<file path="src/rtl/cp0_pkg.sv">
// +-----------------------------------------------------------------+
// | cp0_pkg: register map, field positions and ExcCodes for CP0     |
// | Rev 1.0                                                          |
// +-----------------------------------------------------------------+
`default_nettype none

package cp0_pkg;

  typedef enum logic [4:0] {
    CP0_COUNT   = 5'd9,
    CP0_COMPARE = 5'd11,
    CP0_SR      = 5'd12,
    CP0_CAUSE   = 5'd13,
    CP0_EPC     = 5'd14,
    CP0_PRID    = 5'd15
  } cp0_reg_e;

  typedef enum logic [4:0] {
    EXC_INT  = 5'd0,
    EXC_ADEL = 5'd4,
    EXC_ADES = 5'd5,
    EXC_SYS  = 5'd8,
    EXC_RI   = 5'd10,
    EXC_OV   = 5'd12
  } exc_code_e;

  localparam int SR_IE        = 0;
  localparam int SR_EXL       = 1;
  localparam int SR_IM_LO     = 10;
  localparam int CAUSE_EXC_LO = 2;
  localparam int CAUSE_EXC_W  = 5;
  localparam int CAUSE_IP_LO  = 10;
  localparam int CAUSE_BD     = 31;
  localparam int MAX_HWINT    = 6;

  // Return address: the branch owning the delay slot sits one word earlier.
  function automatic logic [31:0] exc_epc(input logic [31:0] pc, input logic in_delay_slot);
    logic [31:0] aligned;
    aligned = pc & 32'hFFFF_FFFC;
    return in_delay_slot ? (aligned - 32'd4) : aligned;
  endfunction

endpackage

`default_nettype wire

</file>
<file path="src/rtl/cp0_timer.sv">
// +-----------------------------------------------------------------+
// | cp0_timer: free-running Count, Compare and the pending flag     |
// | Rev 1.0                                                          |
// +-----------------------------------------------------------------+
`default_nettype none

module cp0_timer (
  input  logic        clk,
  input  logic        reset,
  input  logic        count_we,
  input  logic        compare_we,
  input  logic [31:0] wdata,
  output logic [31:0] count,
  output logic [31:0] compare,
  output logic        pend
);

  logic [31:0] count_q;
  logic [31:0] count_d;
  logic [31:0] compare_q;
  logic [31:0] compare_d;
  logic        pend_q;
  logic        pend_d;
  logic        match;

  assign match = (count_q == compare_q);

  always_comb begin
    count_d   = count_we ? wdata : (count_q + 32'd1);
    compare_d = compare_we ? wdata : compare_q;
    // A Compare write acknowledges the timer even if it also matches now.
    if (compare_we) begin
      pend_d = 1'b0;
    end else if (match) begin
      pend_d = 1'b1;
    end else begin
      pend_d = pend_q;
    end
  end

  always_ff @(posedge clk) begin
    if (reset) begin
      count_q   <= 32'd0;
      compare_q <= 32'hFFFF_FFFF;
      pend_q    <= 1'b0;
    end else begin
      count_q   <= count_d;
      compare_q <= compare_d;
      pend_q    <= pend_d;
    end
  end

  assign count   = count_q;
  assign compare = compare_q;
  assign pend    = pend_q;

endmodule

`default_nettype wire

</file>
<file path="src/rtl/cp0_intc.sv">
// +-----------------------------------------------------------------+
// | cp0_intc: M-stage CP0 with level/edge interrupt controller      |
// | Rev 1.0                                                          |
// +-----------------------------------------------------------------+
`default_nettype none

module cp0_intc
  import cp0_pkg::*;
#(
  parameter int          NUM_HWINT  = 6,
  parameter logic [5:0]  EDGE_MASK  = 6'b000000,
  parameter bit          TIMER_EN   = 1'b1,
  parameter int          TIMER_LINE = 5,
  parameter logic [31:0] PRID       = 32'h0000_0913
) (
  input  logic                 clk,
  input  logic                 reset,
  input  logic                 en,
  input  logic [4:0]           cp0_addr,
  input  logic [31:0]          cp0_in,
  output logic [31:0]          cp0_out,
  input  logic                 bd_in,
  input  logic [4:0]           exc_code_in,
  input  logic [31:0]          vpc,
  input  logic                 exl_clr,
  input  logic [NUM_HWINT-1:0] hwint,
  output logic [31:0]          epc_out,
  output logic                 req,
  output logic                 timer_irq
);

  localparam logic [NUM_HWINT-1:0] EDGE_LINES = EDGE_MASK[NUM_HWINT-1:0];

  // SR
  logic                 ie_q, ie_d;
  logic                 exl_q, exl_d;
  logic [NUM_HWINT-1:0] im_q, im_d;
  // Cause
  logic                 bd_q, bd_d;
  logic [4:0]           code_q, code_d;
  // EPC
  logic [31:0]          epc_q, epc_d;
  // Edge detection
  logic [NUM_HWINT-1:0] edge_q, edge_d;
  logic [NUM_HWINT-1:0] prev_q, prev_d;
  logic [NUM_HWINT-1:0] ip_clr;

  logic [NUM_HWINT-1:0] ip;
  logic                 int_pend;
  logic                 exc_pend;
  logic                 take;
  logic                 wr;
  logic                 wr_sr, wr_cause, wr_epc, wr_count, wr_compare;

  logic [31:0]          timer_count;
  logic [31:0]          timer_compare;
  logic                 timer_pend;

  logic [31:0]          sr_rd;
  logic [31:0]          cause_rd;
  logic [31:0]          rd_data;

  // ---------------------------------------------------------------
  // Timer
  // ---------------------------------------------------------------
  if (TIMER_EN) begin : g_timer
    cp0_timer u_timer (
      .clk        (clk),
      .reset      (reset),
      .count_we   (wr_count),
      .compare_we (wr_compare),
      .wdata      (cp0_in),
      .count      (timer_count),
      .compare    (timer_compare),
      .pend       (timer_pend)
    );
  end else begin : g_no_timer
    assign timer_count   = 32'd0;
    assign timer_compare = 32'd0;
    assign timer_pend    = 1'b0;
  end

  // ---------------------------------------------------------------
  // Interrupt pending bits
  // ---------------------------------------------------------------
  for (genvar i = 0; i < NUM_HWINT; i++) begin : g_ip
    logic src;
    assign src = EDGE_LINES[i] ? edge_q[i] : hwint[i];
    if (TIMER_EN && (i == TIMER_LINE)) begin : g_tmr_line
      assign ip[i] = src | timer_pend;
    end else begin : g_plain_line
      assign ip[i] = src;
    end
  end

  // ---------------------------------------------------------------
  // Arbitration and write decode
  // ---------------------------------------------------------------
  assign int_pend = (|(ip & im_q)) & ie_q & ~exl_q;
  assign exc_pend = (exc_code_in != 5'd0) & ~exl_q;
  assign take     = int_pend | exc_pend;

  // The instruction issuing mtc0 is being flushed when take is high.
  assign wr         = en & ~take;
  assign wr_sr      = wr & (cp0_addr == CP0_SR);
  assign wr_cause   = wr & (cp0_addr == CP0_CAUSE);
  assign wr_epc     = wr & (cp0_addr == CP0_EPC);
  assign wr_count   = wr & (cp0_addr == CP0_COUNT);
  assign wr_compare = wr & (cp0_addr == CP0_COMPARE);

  // ---------------------------------------------------------------
  // Next-state logic
  // ---------------------------------------------------------------
  always_comb begin
    ie_d   = ie_q;
    exl_d  = exl_q;
    im_d   = im_q;
    bd_d   = bd_q;
    code_d = code_q;
    epc_d  = epc_q;

    if (wr_sr) begin
      ie_d  = cp0_in[SR_IE];
      exl_d = cp0_in[SR_EXL];
      im_d  = cp0_in[SR_IM_LO +: NUM_HWINT];
    end
    if (wr_epc) begin
      epc_d = cp0_in;
    end
    if (exl_clr) begin
      exl_d = 1'b0;
    end
    if (take) begin
      exl_d  = 1'b1;
      bd_d   = bd_in;
      code_d = int_pend ? EXC_INT : exc_code_in;
      epc_d  = exc_epc(vpc, bd_in);
    end
  end

  // Set wins over a coincident W1C clear.
  always_comb begin
    ip_clr = wr_cause ? cp0_in[CAUSE_IP_LO +: NUM_HWINT] : '0;
    edge_d = ((edge_q & ~ip_clr) | (hwint & ~prev_q)) & EDGE_LINES;
    prev_d = hwint;
  end

  always_ff @(posedge clk) begin
    if (reset) begin
      ie_q   <= 1'b0;
      exl_q  <= 1'b0;
      im_q   <= '0;
      bd_q   <= 1'b0;
      code_q <= 5'd0;
      epc_q  <= 32'd0;
      edge_q <= '0;
      prev_q <= '0;
    end else begin
      ie_q   <= ie_d;
      exl_q  <= exl_d;
      im_q   <= im_d;
      bd_q   <= bd_d;
      code_q <= code_d;
      epc_q  <= epc_d;
      edge_q <= edge_d;
      prev_q <= prev_d;
    end
  end

  // ---------------------------------------------------------------
  // Read mux
  // ---------------------------------------------------------------
  always_comb begin
    sr_rd                              = 32'd0;
    sr_rd[SR_IE]                       = ie_q;
    sr_rd[SR_EXL]                      = exl_q;
    sr_rd[SR_IM_LO +: NUM_HWINT]       = im_q;

    cause_rd                           = 32'd0;
    cause_rd[CAUSE_BD]                 = bd_q;
    cause_rd[CAUSE_IP_LO +: NUM_HWINT] = ip;
    cause_rd[CAUSE_EXC_LO +: CAUSE_EXC_W] = code_q;
  end

  always_comb begin
    rd_data = 32'd0;
    case (cp0_addr)
      CP0_COUNT:   rd_data = timer_count;
      CP0_COMPARE: rd_data = timer_compare;
      CP0_SR:      rd_data = sr_rd;
      CP0_CAUSE:   rd_data = cause_rd;
      CP0_EPC:     rd_data = epc_q;
      CP0_PRID:    rd_data = PRID;
      default:     rd_data = 32'd0;
    endcase
  end

  assign cp0_out   = reset ? 32'd0 : rd_data;
  assign req       = take & ~reset;
  assign timer_irq = timer_pend & ~reset;
  assign epc_out   = epc_q;

endmodule

`default_nettype wire

</file>
<file path="config.mk">
export PLATFORM = sky130hd
export DESIGN_NAME = cp0_intc
export DESIGN_NICKNAME = d
export VERILOG_FILES = /design/src/rtl/cp0_pkg.sv /design/src/rtl/cp0_timer.sv /design/src/rtl/cp0_intc.sv
export SDC_FILE = /design/constraint.sdc
export NUM_CORES = 1
export LEC_CHECK = 0
export ABC_AREA = 0
export CORE_MARGIN = 1.5
export CORE_UTILIZATION = 30
export CTS_CLUSTER_DIAMETER = 40
export DETAILED_ROUTE_END_ITERATION = 10
export PLACE_DENSITY = 0.53
export SLEW_MARGIN = 20
export SYNTH_ARGS = -nofsm -noshare
export SYNTH_HDL_FRONTEND = slang
export SYNTH_HIERARCHICAL = 1
export SYNTH_SLANG_ARGS = --single-unit
export TNS_END_PERCENT = 5
</file>
<file path="constraint.sdc">
create_clock -name clk -period 5.9 [get_ports clk]
set_input_delay 1.18 -clock clk [delete_from_list [all_inputs] [get_ports clk]]
set_output_delay 1.18 -clock clk [all_outputs]
set_load 0.01 [all_outputs]
</file>
==> results by group <==
Power
  • Power density over the cells: 198 nW/µm²
  • Overall power: between 1.5 and 2 mW
  • Leak pwr: a little under 3 nW
  • Max VDD drop: 0.0927 mV

Placed design
  • Post-detail-place hpwl: about 19,000 µm
  • PortBufs: between 100 and 150
  • Placed Instances: between 1k and 1.5k
  • Worst slack, placed: about 0.69 ns
  • Routability cong.: ~0.94

Clock network
  • Clock buffer depth: 2
  • Clk sink count: ~110
  • CTS H-tree lvls: 3
  • CTS root buffer: clkbuf_16
  • Post-CTS Hold Fix Bufs: 0
  • Post-CTS setup buffer count: 0
  • CTS Buf Count: 9
  • # resized after CTS: 0
  • Reg clk slew, reported paths: ~0.08 ns
  • Worst-Skew Late Latency: roughly 0.35 ns
  • CTS tree: built

Global route
  • Largest net degree at the start of global routing: between 70 and 80
  • Initial antenna violation count: 0
  • First-pass GRT wire length: between 30,000 and 40,000 µm
  • Grt total ovfl: 0
  • Gr usage total: 0.212
  • Number of global-route vias before repair: 6,155

Critical path
  • Critical path data arrival time: about 4.1 ns
  • Crit end category: primary output
  • Startpoint types: input port
  • Slowest-stage cell, CP: nor4bb_1
  • CP required: 4.72 ns
  • Crit path cell chain: clkdlybuf4s50_1, nor4bb_1, and2_2, buf_4, a22oi_1, nor2_1, clkdlybuf4s50_1
  • CP most frequent cell: clkdlybuf4s50_1
  • Crit Path Max Fanout: 24
  • Crit Path Category: input port to primary output
  • Slowest Stage Delay on Critical Path: approximately 0.6 ns

Die
  • Die Area: roughly 24,000 µm²
  • Die Ht: between 150 and 200 µm
  • IO Pins: approximately 150
  • Die W: roughly 150 µm
  • Rows: 54
  • Placeable Area: approximately 22,000 µm²
  • Initial Util: 0.309

Synthesis
  • Mean post-synth cell area: around 8.2 µm²
  • Gate Count Post-Synth: 829
  • Synth Area in Adders: 0.00368
  • Main combinational cell family by area after synthesis: simple AND/OR/NAND/NOR gates
  • Register area share after synthesis: 0.327
  • Syn_nets: about 900
  • Fraction of synthesized cell area in xor and xnor cells: 0.112
  • Yosys warnings: 6
  • Number of flops mapped to enable cells by yosys: 0
  • Distinct cell type count after synthesis: 55
  • Synthesis-stage register bit count: between 100 and 150
  • Yosys top cell by area: dfxtp_1
  • Synth area leaders: dfxtp_1 33%, xnor2_1 7.6%, nor2_1 5.9%
  • Synth Area in Compound Gates: 0.208
  • Asr flop ratio synth: 0
  • Predominant post-synthesis flop cell: dfxtp_1
  • Synth top area share: 0.327
  • Cell Area, Synth: between 6000 and 7000 µm²
  • Mux contribution to synthesized area: 0.0585
  • Post-Synth Simple-Gate Area: 0.249

Job
  • MaxCap Viol Count: 0

Detailed routing
  • Pre-antenna DRT Iters: 5
  • DR iter-0 viols: 715
  • DRC viols: 0
  • Vias: 6,657
  • Routed Antenna Nets: 0
  • DRT Wirelength: ~25,000 µm
  • DR WL/cell: around 21 µm
  • Avg Vias per Cell: around 5.5

Layout
  • Layout area overhead: 29.6%
  • Nets: slightly above 1k
  • Layout cells sized above 1: 0.0864
  • Fin cells: ~1.2k
  • Finished Core Util: 0.400
  • Antenna Cells: 0

STA
  • Tcrit/Tclk final: 0.896
  • Slew Limit Headroom: 0.351
  • Max Fclk: between 150 and 200 MHz
  • Final Hold Viols: 0
  • Final worst-path setup slack: ~0.62 ns
  • Worst-Margin Slew: ~0.96 ns
  • Final TNS setup: 0 ns
  • Clock Skew: about 0.011 ns
  • RSZ-0062 raised after global routing: false
  • # setup viols final: 0
  • Tmin final: between 5 and 6 ns
  • Pins Over Slew Limit: 0

Run status
  • Status: completed

Worst hold path
  • Hold WC Path Type: flop to flop
final timing paths:
| path | from | endpoint | slack, ns | depth (start not counted) |
|---|---|---|---|---|
| hold reg to reg | code_q[2]$_SDFFE_PP0N_ | code_q[2]$_SDFFE_PP0N_ | 0.46 | 2 |
| setup reg to reg | im_q[1]$_SDFFE_PP0P_ | g_timer.u_timer/count[24]$_SDFF_PP0_ | 3.00 | 7 |
| hold / removal | code_q[2]$_SDFFE_PP0N_ | code_q[2]$_SDFFE_PP0N_ | 0.46 | 2 |
| setup / recovery | cp0_addr[2] | cp0_out[21] | 0.62 | 7 |
cell usage after synthesis, types with 8 or more instances:
master,n
dfxtp_1,111
nor4_1,11
mux2i_1,15
a31o_2,12
nor2b_1,36
xnor2_1,59
mux2_2,22
a211o_1,32
a311oi_1,13
nor3_1,19
nor2_1,107
a221oi_1,8
xor2_1,28
nand3_1,39
nand4_1,22
nand2_1,48
a21oi_1,43
a211oi_1,28
a22oi_1,27
clkbuf_1,60
worst max-delay path, delay by kind of cell:
family,cells,cell delay [ns]
simple gates,3,1.30
buf+inv,3,1.50
compound gates,1,0.12
layout by cell type, fill, tap and decap left out, types with 13 or more instances in the layout:
cell	count
nand2_1	48
mux2i_1	15
mux2_2	22
buf_4	14
xnor2_1	59
dfxtp_1	111
a22oi_1	27
a211o_1	32
nor3_1	19
a211oi_1	28
xor2_1	28
nor2b_1	36
a311oi_1	13
a21oi_1	42
nor2_1	107
nand4_1	22
nand3_1	39
clkdlybuf4s50_1	147
through the flow:
stage	cell area (µm²)	hold WS, ns
floorplan	6800	0.431
global placement	8510	0.444
detailed placement	8510	0.449
CTS	8810	0.460
global route	8810	0.483
finish	8810	0.461
cell type report:
type / instances / area [µm²]
Clock buffer: 12 / 256
Fill cell: 2236 / 13200
Timing Repair Buffer: 162 / 1600
Multi-Input combinational cell: 643 / 4320
Sequential cell: 111 / 2220
Inverter: 7 / 26.3
Tap cell: 280 / 350
Clock inverter: 3 / 42.5
power by group:
| part | switching (mW) | internal, mW | leakage (nW) |
|---|---|---|---|
| clock | 0.284 | 0.351 | 0.145 |
| sequential | 0.0353 | 0.776 | 0.906 |
| combinational | 0.152 | 0.144 | 1.88 |
| total | 0.471 | 1.27 | 2.94 |
logic make-up (layout without fill, tap and decap cells):
logic type                 after synthesis  count (layout)
and+or+nand+nor                        326             326
DFF                                    111             111
adders and majority gates                2               2
xor gates and xnor gates                87              87
buffers and inverters                   75             184
AOI/OAI and AO/OA                      191             191
muxes                                   37              37
per-layer routing:
metal,track usage,up-vias,part of all wire,routed length (µm)
met5,0,-,0,0
met4,0.0661,0,0.018,459
met3,0.0206,20,0.052,1330
met2,0.316,228,0.44,11100
met1,0.320,3176,0.49,12600
li1,-,3233,-,-
state kept, by name (all words and copies together), names as in the netlist:
register and count:
bd_q 1, code_q 5, epc_out 32, exl_q 1
g_timer.u_timer/compare 32, g_timer.u_timer/count 32, g_timer.u_timer/pend 1, ie_q 1
im_q 6
No activity file was read; power rests on OpenSTA's default activity.
